===== src/rtl/sd_adc_pkg.sv =====
// Shared constants for the sigma-delta ADC receiver.
// SD_ADC_AVG_EN (in sd_adc_rx) uses AVG_TAPS/AVG_SHIFT for the moving average.
package sd_adc_pkg;

  localparam int unsigned DECIM_DEFAULT = 256;
  localparam int unsigned AVG_TAPS      = 4;
  localparam int unsigned AVG_SHIFT     = $clog2(AVG_TAPS);

  // Sample width able to hold a full-window count of 0..decim
  function automatic int unsigned sample_width(input int unsigned decim);
    return $clog2(decim + 1);
  endfunction

endpackage


===== src/rtl/sd_adc_sync.sv =====
// Two-flop synchroniser for asynchronous single-bit board inputs.
module sd_adc_sync (
  input  logic clk,
  input  logic rst,
  input  logic d_i,
  output logic q_o
);

  logic s1_q;
  logic s2_q;

  always_ff @(posedge clk or posedge rst) begin
    if (rst) begin
      s1_q <= 1'b0;
      s2_q <= 1'b0;
    end else begin
      s1_q <= d_i;
      s2_q <= s1_q;
    end
  end

  assign q_o = s2_q;

endmodule


===== src/rtl/sd_adc_rx.sv =====
// Sigma-delta ADC receiver: feedback bitstream, ones-count decimation, valid/ready sample.
// Define SD_ADC_AVG_EN to pass each window count through a 4-tap moving average.
module sd_adc_rx
  import sd_adc_pkg::*;
#(
  parameter  int unsigned DECIM = DECIM_DEFAULT,
  localparam int unsigned SW    = sample_width(DECIM)
) (
  input  logic          clk,
  input  logic          rst,
  input  logic          en,
  input  logic          cmp_in,
  output logic          fb_out,
  output logic [SW-1:0] sample,
  output logic          sample_valid,
  input  logic          sample_ready,
  output logic          overrun,
  input  logic          ovr_clr
);

  localparam logic [SW-1:0] WIN_LAST = SW'(DECIM - 1);

  logic s2;

  sd_adc_sync u_sync (
    .clk (clk),
    .rst (rst),
    .d_i (cmp_in),
    .q_o (s2)
  );

  // Feedback is the synchroniser flop itself, no logic in between
  assign fb_out = s2;

  logic [SW-1:0] win_q, win_d;
  logic [SW-1:0] acc_q, acc_d;
  logic [SW-1:0] raw_c;
  logic          win_end_c;

  always_comb begin
    win_end_c = en && (win_q == WIN_LAST);
    raw_c     = acc_q + SW'(s2);
    win_d     = '0;
    acc_d     = '0;
    if (en && !win_end_c) begin
      win_d = win_q + SW'(1);
      acc_d = raw_c;
    end
  end

  always_ff @(posedge clk or posedge rst) begin
    if (rst) begin
      win_q <= '0;
      acc_q <= '0;
    end else begin
      win_q <= win_d;
      acc_q <= acc_d;
    end
  end

  logic          load_c;
  logic [SW-1:0] load_val_c;

`ifdef SD_ADC_AVG_EN
  localparam int unsigned HW   = AVG_TAPS - 1;
  localparam int unsigned SUMW = SW + AVG_SHIFT;

  logic [SW-1:0]   hist_q [HW];
  logic [SW-1:0]   hist_d [HW];
  logic [SW-1:0]   avg_q, avg_d;
  logic            pend_q, pend_d;
  logic [SUMW-1:0] sum_c;

  // Average computed on the window edge, handed to the holding register one cycle later
  always_comb begin
    sum_c = SUMW'(raw_c);
    for (int i = 0; i < HW; i++) begin
      sum_c = sum_c + SUMW'(hist_q[i]);
    end
    hist_d = hist_q;
    avg_d  = avg_q;
    pend_d = win_end_c;
    if (win_end_c) begin
      hist_d[0] = raw_c;
      for (int i = 1; i < HW; i++) begin
        hist_d[i] = hist_q[i-1];
      end
      avg_d = SW'(sum_c >> AVG_SHIFT);
    end
  end

  always_ff @(posedge clk or posedge rst) begin
    if (rst) begin
      for (int i = 0; i < HW; i++) begin
        hist_q[i] <= '0;
      end
      avg_q  <= '0;
      pend_q <= 1'b0;
    end else begin
      hist_q <= hist_d;
      avg_q  <= avg_d;
      pend_q <= pend_d;
    end
  end

  assign load_c     = pend_q;
  assign load_val_c = avg_q;
`else
  assign load_c     = win_end_c;
  assign load_val_c = raw_c;
`endif

  logic [SW-1:0] sample_q, sample_d;
  logic          valid_q, valid_d;
  logic          ovr_q, ovr_d;
  logic          ovr_evt_c;

  // Holding register and handshake; a new result always wins over a transfer
  always_comb begin
    ovr_evt_c = load_c && valid_q && !sample_ready;
    sample_d  = sample_q;
    valid_d   = valid_q;
    ovr_d     = ovr_q;
    if (load_c) begin
      sample_d = load_val_c;
      valid_d  = 1'b1;
    end else if (valid_q && sample_ready) begin
      valid_d = 1'b0;
    end
    if (ovr_evt_c) begin
      ovr_d = 1'b1;
    end else if (ovr_clr) begin
      ovr_d = 1'b0;
    end
  end

  always_ff @(posedge clk or posedge rst) begin
    if (rst) begin
      sample_q <= '0;
      valid_q  <= 1'b0;
      ovr_q    <= 1'b0;
    end else begin
      sample_q <= sample_d;
      valid_q  <= valid_d;
      ovr_q    <= ovr_d;
    end
  end

  assign sample       = sample_q;
  assign sample_valid = valid_q;
  assign overrun      = ovr_q;

endmodule


===== config.mk =====
export PLATFORM = sky130hd
export DESIGN_NAME = sd_adc_rx
export DESIGN_NICKNAME = d
export VERILOG_FILES = /design/src/rtl/sd_adc_pkg.sv /design/src/rtl/sd_adc_sync.sv /design/src/rtl/sd_adc_rx.sv
export SDC_FILE = /design/constraint.sdc
export NUM_CORES = 1
export LEC_CHECK = 0
export BUFFER_PORTS_ARGS = -buffer_cell sky130_fd_sc_hd__buf_2
export CAP_MARGIN = 20
export CORE_ASPECT_RATIO = 0.75
export CORE_MARGIN = 4
export CORE_UTILIZATION = 49
export DETAILED_ROUTE_END_ITERATION = 10
export PLACE_DENSITY_LB_ADDON = 0.12
export SLEW_MARGIN = 10
export SYNTH_ARGS = -nofsm -noshare
export SYNTH_HDL_FRONTEND = slang
export SYNTH_SLANG_ARGS = --single-unit

===== constraint.sdc =====
create_clock -name clk -period 1.8 [get_ports clk]
set_input_delay 0.09 -clock clk [delete_from_list [all_inputs] [get_ports clk]]
set_output_delay 0.09 -clock clk [all_outputs]
set_load 0.02 [all_outputs]

==> out/results.md, run 1 <==
| Parameter | This run | Unit |
|---|---|---|
| Outcome | complete, no violations | - |
| Deepest clock path buffer count | 2 | - |
| Clock tree root driver cell | clkbuf_4 | - |
| Post-detailed-route via-to-cell ratio | 5.169 | - |
| Most frequent cells in the layout | dfrtp_1 (31), buf_2 (17), nor2_1 (12), o21ai_0 (10), nand3_1 (9) | - |
| Synth-to-layout area growth | 21.20 | % |
| Initial Util | 53.49 | % |
| Count of buffers from port buffering | 17 | - |
| Highest net fanout along the worst path | 6 | - |
| Number of optimization iterations in the first detailed-route pass | 4 | - |
| Chip height | 52.18 | um |
| Number of standard cells after synthesis | 118 | - |
| Post-detail-place hpwl | 1690 | um |
| Antenna violations before repair | 0 | - |
| Placement Cell Area | 1425 | um^2 |
| Peak VDD IR | 0.4859 | mV |
| Ratio of final minimum period to clock period | 92.37 | % |
| Fraction of registers with async set/reset | 100.0 | % |
| Global-route wire length before repair | 3933 | um |
| Global routing usage summed across all routing layers | 15.98 | % |
| Syn_area_per_cell | 10.80 | um^2 |
| Number of maximum-capacitance constraint violations | 0 | - |
| Number of endpoints failing setup at the final stage | 0 | - |
| Layout cells sized above 1 | 24.83 | % |
| Filler cell count in the final layout | 215 | - |
| Post-synth cell types | 22 | - |
| Synth Cell Area | 1275 | um^2 |
| Overflow after GRT | 0 | - |
| Most used DFF post-synth | dfrtp_1 | - |
| Placeable core area | 2384 | um^2 |
| Number of enable flip-flop cells after synthesis | 0 | - |
| Post-synthesis register bit count | 31 | - |
| Insertion delay to the later sink of the worst-skew pair | 0.33 | ns |
| Final non-filler cell area | 1545 | um^2 |
| Hold Crit Class | input port to flip-flop | - |
| Most common cell after layout, fill and taps aside | dfrtp_1 | - |
| Pins Over Slew Limit | 0 | - |
| Leakage power summed over all cells | 0.7404 | nW |
| Routed wire length per instance | 12.81 | um |
| Register cell area after layout | 775.7 | um^2 |
| Residual DRC | 0 | - |
| Arr. time, crit path | 1.88 | ns |
| H-Tree Level Count | 2 | - |
| I/O pin count | 18 | - |
| CTS tree | done | - |
| Post-Route Skew | 0.01561 | ns |
| Class of the most critical setup path | flip-flop to flip-flop | - |
| Warnings, synthesis | 0 | - |
| Final-layout worst hold slack | 0.03814 | ns |
| Antenna-violating nets left | 0 | - |
| Clock buffers created by TritonCTS | 5 | - |
| ANT cells | 0 | - |
| Placer's final routability congestion estimate | 0.7955 | - |
| Tmin final | 1.663 | ns |
| Largest net degree at the start of global routing | 32 | - |
| First DRT Iteration DRCs | 56 | - |
| Achievable clock frequency | 601.4 | MHz |
| Number of clock sinks | 31 | - |
| Launching element type of the critical path | flip-flop | - |
| Required time at the endpoint of the critical path | 2.02 | ns |
| Worst Slack Setup Final | 0.1373 | ns |
| Row count | 15 | - |
| Total Die Area | 3491 | um^2 |
| Combined area of the multi-input logic cells | 486.7 | um^2 |
| Worst setup EP type | flip-flop | - |
| Clock-pin slew on the worst setup and hold paths | 0.09 | ns |
| Transition time of the tightest slew-check pin | 0.3712 | ns |
| Net count, final | 158 | - |
| Sequential share of the synthesized area | 60.84 | % |
| Post-Place Worst Slack | 0.04554 | ns |
| Die W | 66.90 | um |
| Mapped Nets | 128 | - |
| Total power per unit cell area | 801.5 | nW/um^2 |
| Relative slew slack | 75.25 | % |
| Final hold violations | 0 | - |
| Vias after detailed routing | 946 | - |
| Number of global-route vias before repair | 878 | - |
| Post-Route WL | 2344 | um |
[sequential cells by signal (all words and copies together) (netlist names)]
| register | flops |
|---|---|
| acc_q | 9 |
| sample | 9 |
| win_q | 9 |
| overrun | 1 |
| sample_valid | 1 |
| u_sync.q_o | 1 |
| u_sync.s1_q | 1 |
[Yosys cell counts (2+ instances only)]
library cell	n	area (um^2)
a21oi_1	7	35.03
nand2b_1	2	12.51
and2_1	4	25.02
xor2_1	4	35.03
nor2_1	12	45.04
nand3_1	9	45.04
inv_1	5	18.77
o21ai_0	10	50.05
mux2_2	2	22.52
a31oi_1	4	25.02
ha_1	4	50.05
dfrtp_1	31	775.7
xnor2_1	2	17.52
or3_1	7	43.79
nand2_1	8	30.03
[timing repair]
action,in CTS,in global routing
endpoints found under the setup margin,0,9
hold endpoints to repair,33,0
gates resized for setup,0,5
setup buffers,0,1
hold buffers,3,0
[logic make-up after synthesis]
kind of cell / count (synthesis) / share of synthesized area, %
adders and majority gates: 4 / 3.926
buffers and inverters: 7 / 2.060
muxes: 2 / 1.766
AOI/OAI and AO/OA: 22 / 9.126
DFF: 31 / 60.84
xor gates and xnor gates: 6 / 4.122
and+or+nand+nor: 46 / 18.15
[worst max-delay path, stage by stage, from the launching register on]
cell and delay [ns]:
dfrtp_1 0.40, ha_2 0.22, inv_1 0.07, nor3_2 0.20, ha_2 0.23, nand2_2 0.12, buf_4 0.18, nand2_1 0.06
o21ai_0 0.07
[power breakdown]
group          internal [mW]  total, mW  switching, mW
combinational         0.0284     0.0656         0.0372
clock                  0.230      0.454          0.224
sequential             0.708      0.719         0.0110
total                  0.966       1.24          0.273
[area by class of cell]
cell class,count,share of cell area [%]
Inverter,5,1.215
Clock buffer,8,4.453
Timing Repair Buffer,25,9.879
Sequential cell,31,50.20
Multi-Input combinational cell,80,31.50
Tap cell,34,2.753
[metal layers]
metal,GRT usage [%],vias up,wire length [um]
li1,-,469,-
met1,19.72,453,1082
met2,24.18,17,1074
met3,6.438,7,129
met4,8.081,0,57
met5,0,-,0
[path summary, 6_finish.rpt]
path / start / end / slack, ns / cells after the start
max: win_q[1] / sample[2] / 0.14 / 8
min: sample_ready / sample_valid / 0.04 / 3
max reg2reg: win_q[1] / sample[2] / 0.14 / 8
min reg2reg: u_sync.s1_q / u_sync.q_o / 0.36 / 0
max in group asynchronous: rst / win_q[2] / 1.16 / 4
min in group asynchronous: rst / win_q[6] / 0.36 / 4
[through the flow]
| step | instances | total power [mW] | utilization (%) | setup TNS (ns) |
|---|---|---|---|---|
| 2_1_floorplan | 118 | 0.7668 | - | 0 |
| 3_3_place_gp | 171 | 0.7896 | 59.79 | 0 |
| 3_5_place_dp | 171 | 0.7917 | 59.79 | 0 |
| 4_1_cts | 182 | 1.251 | 63.94 | 0 |
| 5_1_grt | 183 | 1.305 | 64.83 | -0.04778 |
| 6_report | 183 | 1.239 | 64.83 | 0 |
Note: power is estimated with default switching activity, not from simulation.
==> run 2: changes to the inputs <==
Clock period 1.8 ns to 1.5 ns, I/O delays scaled along.
==> run 2 against run 1 <==
  * Worst setup slack worse by 0.12 ns
  * Utilization up 5.1 points
  * Clock power up 13%
  * Total power up 20%
  * Hold slack better by 0.11 ns
  * Via count up 1.7%
  * Cell count up 5.5%
  * Design area up 7.9%
  * Sequential power up 20%
  * Sequential cell count unchanged
  * Count of clock-buffer cells in the layout down 1
  * Global-route usage up 1.7 points
==> out/results.md, run 2 (synthesis results as in run 1) <==
| Parameter | This run | Unit | Change |
|---|---|---|---|
| Outcome | complete, no violations | - |  |
| Utilization of the core after routing | 69.92 | % | +5.1 points |
| Crit. Startpoint | win_q[1] | - |  |
| Initial Util | 53.49 | % | unchanged |
| Layout cells sized above 1 | 35.22 | % | +10 points |
| Capture point of the worst path | sample[6] | - |  |
| Placeable core area | 2384 | um^2 | unchanged |
| Tmin final | 1.479 | ns | -0.1837 ns |
| RSZ-0062 raised after global routing | yes | - |  |
| Chip height | 52.18 | um | unchanged |
| Antenna violations before repair | 0 | - | unchanged |
| Hold Crit Class | input port to flip-flop | - |  |
| Peak VDD IR | 0.6260 | mV | +29% |
| Placer's final routability congestion estimate | 0.7349 | - | -7.6% |
| Deepest clock path buffer count | 2 | - | unchanged |
| Logic depth of the worst register-to-register path | 7 | - | -1 |
| Clock-pin slew on the worst setup and hold paths | 0.10 | ns | about the same |
| Overflow after GRT | 0 | - | unchanged |
| Insertion delay to the later sink of the worst-skew pair | 0.33 | ns | about the same |
| Total Die Area | 3491 | um^2 | unchanged |
| Number of global-route vias before repair | 941 | - | +7.2% |
| Ratio of final minimum period to clock period | 98.60 | % | +6.2 points |
| Transition time of the tightest slew-check pin | 0.3845 | ns | +0.01335 ns |
| Global routing usage summed across all routing layers | 17.63 | % | +1.7 points |
| Highest net fanout along the worst path | 8 | - | +2 |
| Arr. time, crit path | 1.73 | ns | -0.15 ns |
| Leakage power summed over all cells | 0.7979 | nW | +7.8% |
| Post-detail-place hpwl | 1621 | um | -4.1% |
| Worst setup EP type | flip-flop | - |  |
| Achievable clock frequency | 676.1 | MHz | +12% |
| I/O pin count | 18 | - | unchanged |
| Most frequent cells in the layout | dfrtp_1 (30), buf_2 (17), buf_4 (13), nor2_1 (11), nand3_1 (9) | - |  |
| Synth-to-layout area growth | 30.72 | % |  |
| Most common cell after layout, fill and taps aside | dfrtp_1 | - |  |
| Clock tree root driver cell | clkbuf_4 | - |  |
| Setup slack of the worst register-to-register path | 0.02 | ns | -0.12 ns |
| Residual DRC | 0 | - | unchanged |
| Crit Reg-Reg Endpoint | sample[6] | - |  |
| Count of buffers from port buffering | 17 | - | unchanged |
| Row count | 15 | - | unchanged |
| Required time at the endpoint of the critical path | 1.75 | ns | -0.27 ns |
| Antenna-violating nets left | 0 | - | unchanged |
| Startpoint of the worst hold path | en | - |  |
| Global-route wire length before repair | 4333 | um | +10% |
| Post-detailed-route via-to-cell ratio | 4.984 | - | -3.6% |
| Worst Slack Setup Final | 0.02096 | ns | -0.1163 ns |
| Startpoint of the worst-slack reg-to-reg timing path | win_q[1] | - |  |
| Pins Over Slew Limit | 0 | - | unchanged |
| Post-Route Skew | 0.006284 | ns | -0.009326 ns |
| Routed wire length per instance | 13.28 | um | +3.7% |
| Net count, final | 168 | - | +6.3% |
| Number of optimization iterations in the first detailed-route pass | 4 | - | unchanged |
| Number of maximum-capacitance constraint violations | 0 | - | unchanged |
| H-Tree Level Count | 2 | - | unchanged |
| Vias after detailed routing | 962 | - | +1.7% |
| Class of the most critical setup path | flip-flop to flip-flop | - |  |
| Post-Route WL | 2563 | um | +9.3% |
| Die W | 66.90 | um | unchanged |
| Relative slew slack | 74.36 | % | -0.89 points |
| Number of standard cells in the final layout excluding fillers | 193 | - | +5.5% |
| Number of placed cells counting well taps | 177 | - | +3.5% |
| Number of clock sinks | 31 | - | unchanged |
| CTS tree | done | - |  |
| First DRT Iteration DRCs | 43 | - | -23% |
| Post-Place Worst Slack | 0.002300 | ns | -0.04324 ns |
| Number of endpoints failing setup at the final stage | 0 | - | unchanged |
| Clock buffers created by TritonCTS | 5 | - | unchanged |
| Launching element type of the critical path | flip-flop | - |  |
| Final hold violations | 0 | - | unchanged |
| ANT cells | 0 | - | unchanged |
| Total power per unit cell area | 888.8 | nW/um^2 | +11% |
| Largest net degree at the start of global routing | 32 | - | unchanged |
run 2: where the power goes:
group	switching, mW	internal [mW]	leakage [nW]
Sequential	0.0107	0.850	0.424
Clock	0.287	0.227	0.0353
Combinational	0.0578	0.0489	0.339
run 2: through the flow:
step / cell area [um^2] / setup TNS, ns / power (mW) / hold WS [ns]
after floorplan: 1321 / 0 / 0.9248 / 0.1064
after detailed placement: 1499 / 0 / 0.9664 / 0.1729
after global routing: 1667 / -0.6988 / 1.545 / 0.1570
final: 1667 / 0 / 1.481 / 0.1487
after global placement: 1499 / 0 / 0.9626 / 0.1648
after CTS: 1609 / 0 / 1.482 / 0.09936
run 2: cell type report:
class	count	area (um^2)
clock buffers	7	55.05
clock inverters	1	5.005
fillers	189	716.9
inverters	5	18.77
multi-input cells	80	534.3
flip-flops and latches	31	777.0
well taps	34	42.54
repair buffers	35	234.0
run 2: worst min-delay path by stage:
stage,end,slack [ns],depth (start not counted)
after detailed placement,win_q[0],0.17,3
final,acc_q[5],0.15,3
after global placement,win_q[0],0.16,3
after floorplan,u_sync.s1_q,0.11,0
after global routing,win_q[8],0.16,3
after CTS,sample[3],0.1,3
run 2: worst max-delay path: stages (launching register included):
cell and delay (ns):
dfrtp_1 0.38, ha_2 0.20, inv_2 0.04, nor3_2 0.11, ha_2 0.25, and2_4 0.21, nor2_1 0.05, a31oi_1 0.16
run 2: what timing repair did:
item | CTS | global route
gates resized for setup | 1 | 12
setup endpoints to repair | 3 | 24
hold buffers | 4 | 0
pin swaps | 2 | 4
buffers inserted | 1 | 3
endpoints found under the hold margin | 34 | 0
run 2: per-layer routing:
| layer | global-route usage, % | share of wire (%) |
|---|---|---|
| met1 | 23.07 | 50 |
| met2 | 25.16 | 42 |
| met3 | 6.438 | 5.5 |
| met4 | 10.10 | 2.3 |
| met5 | 0 | 0 |
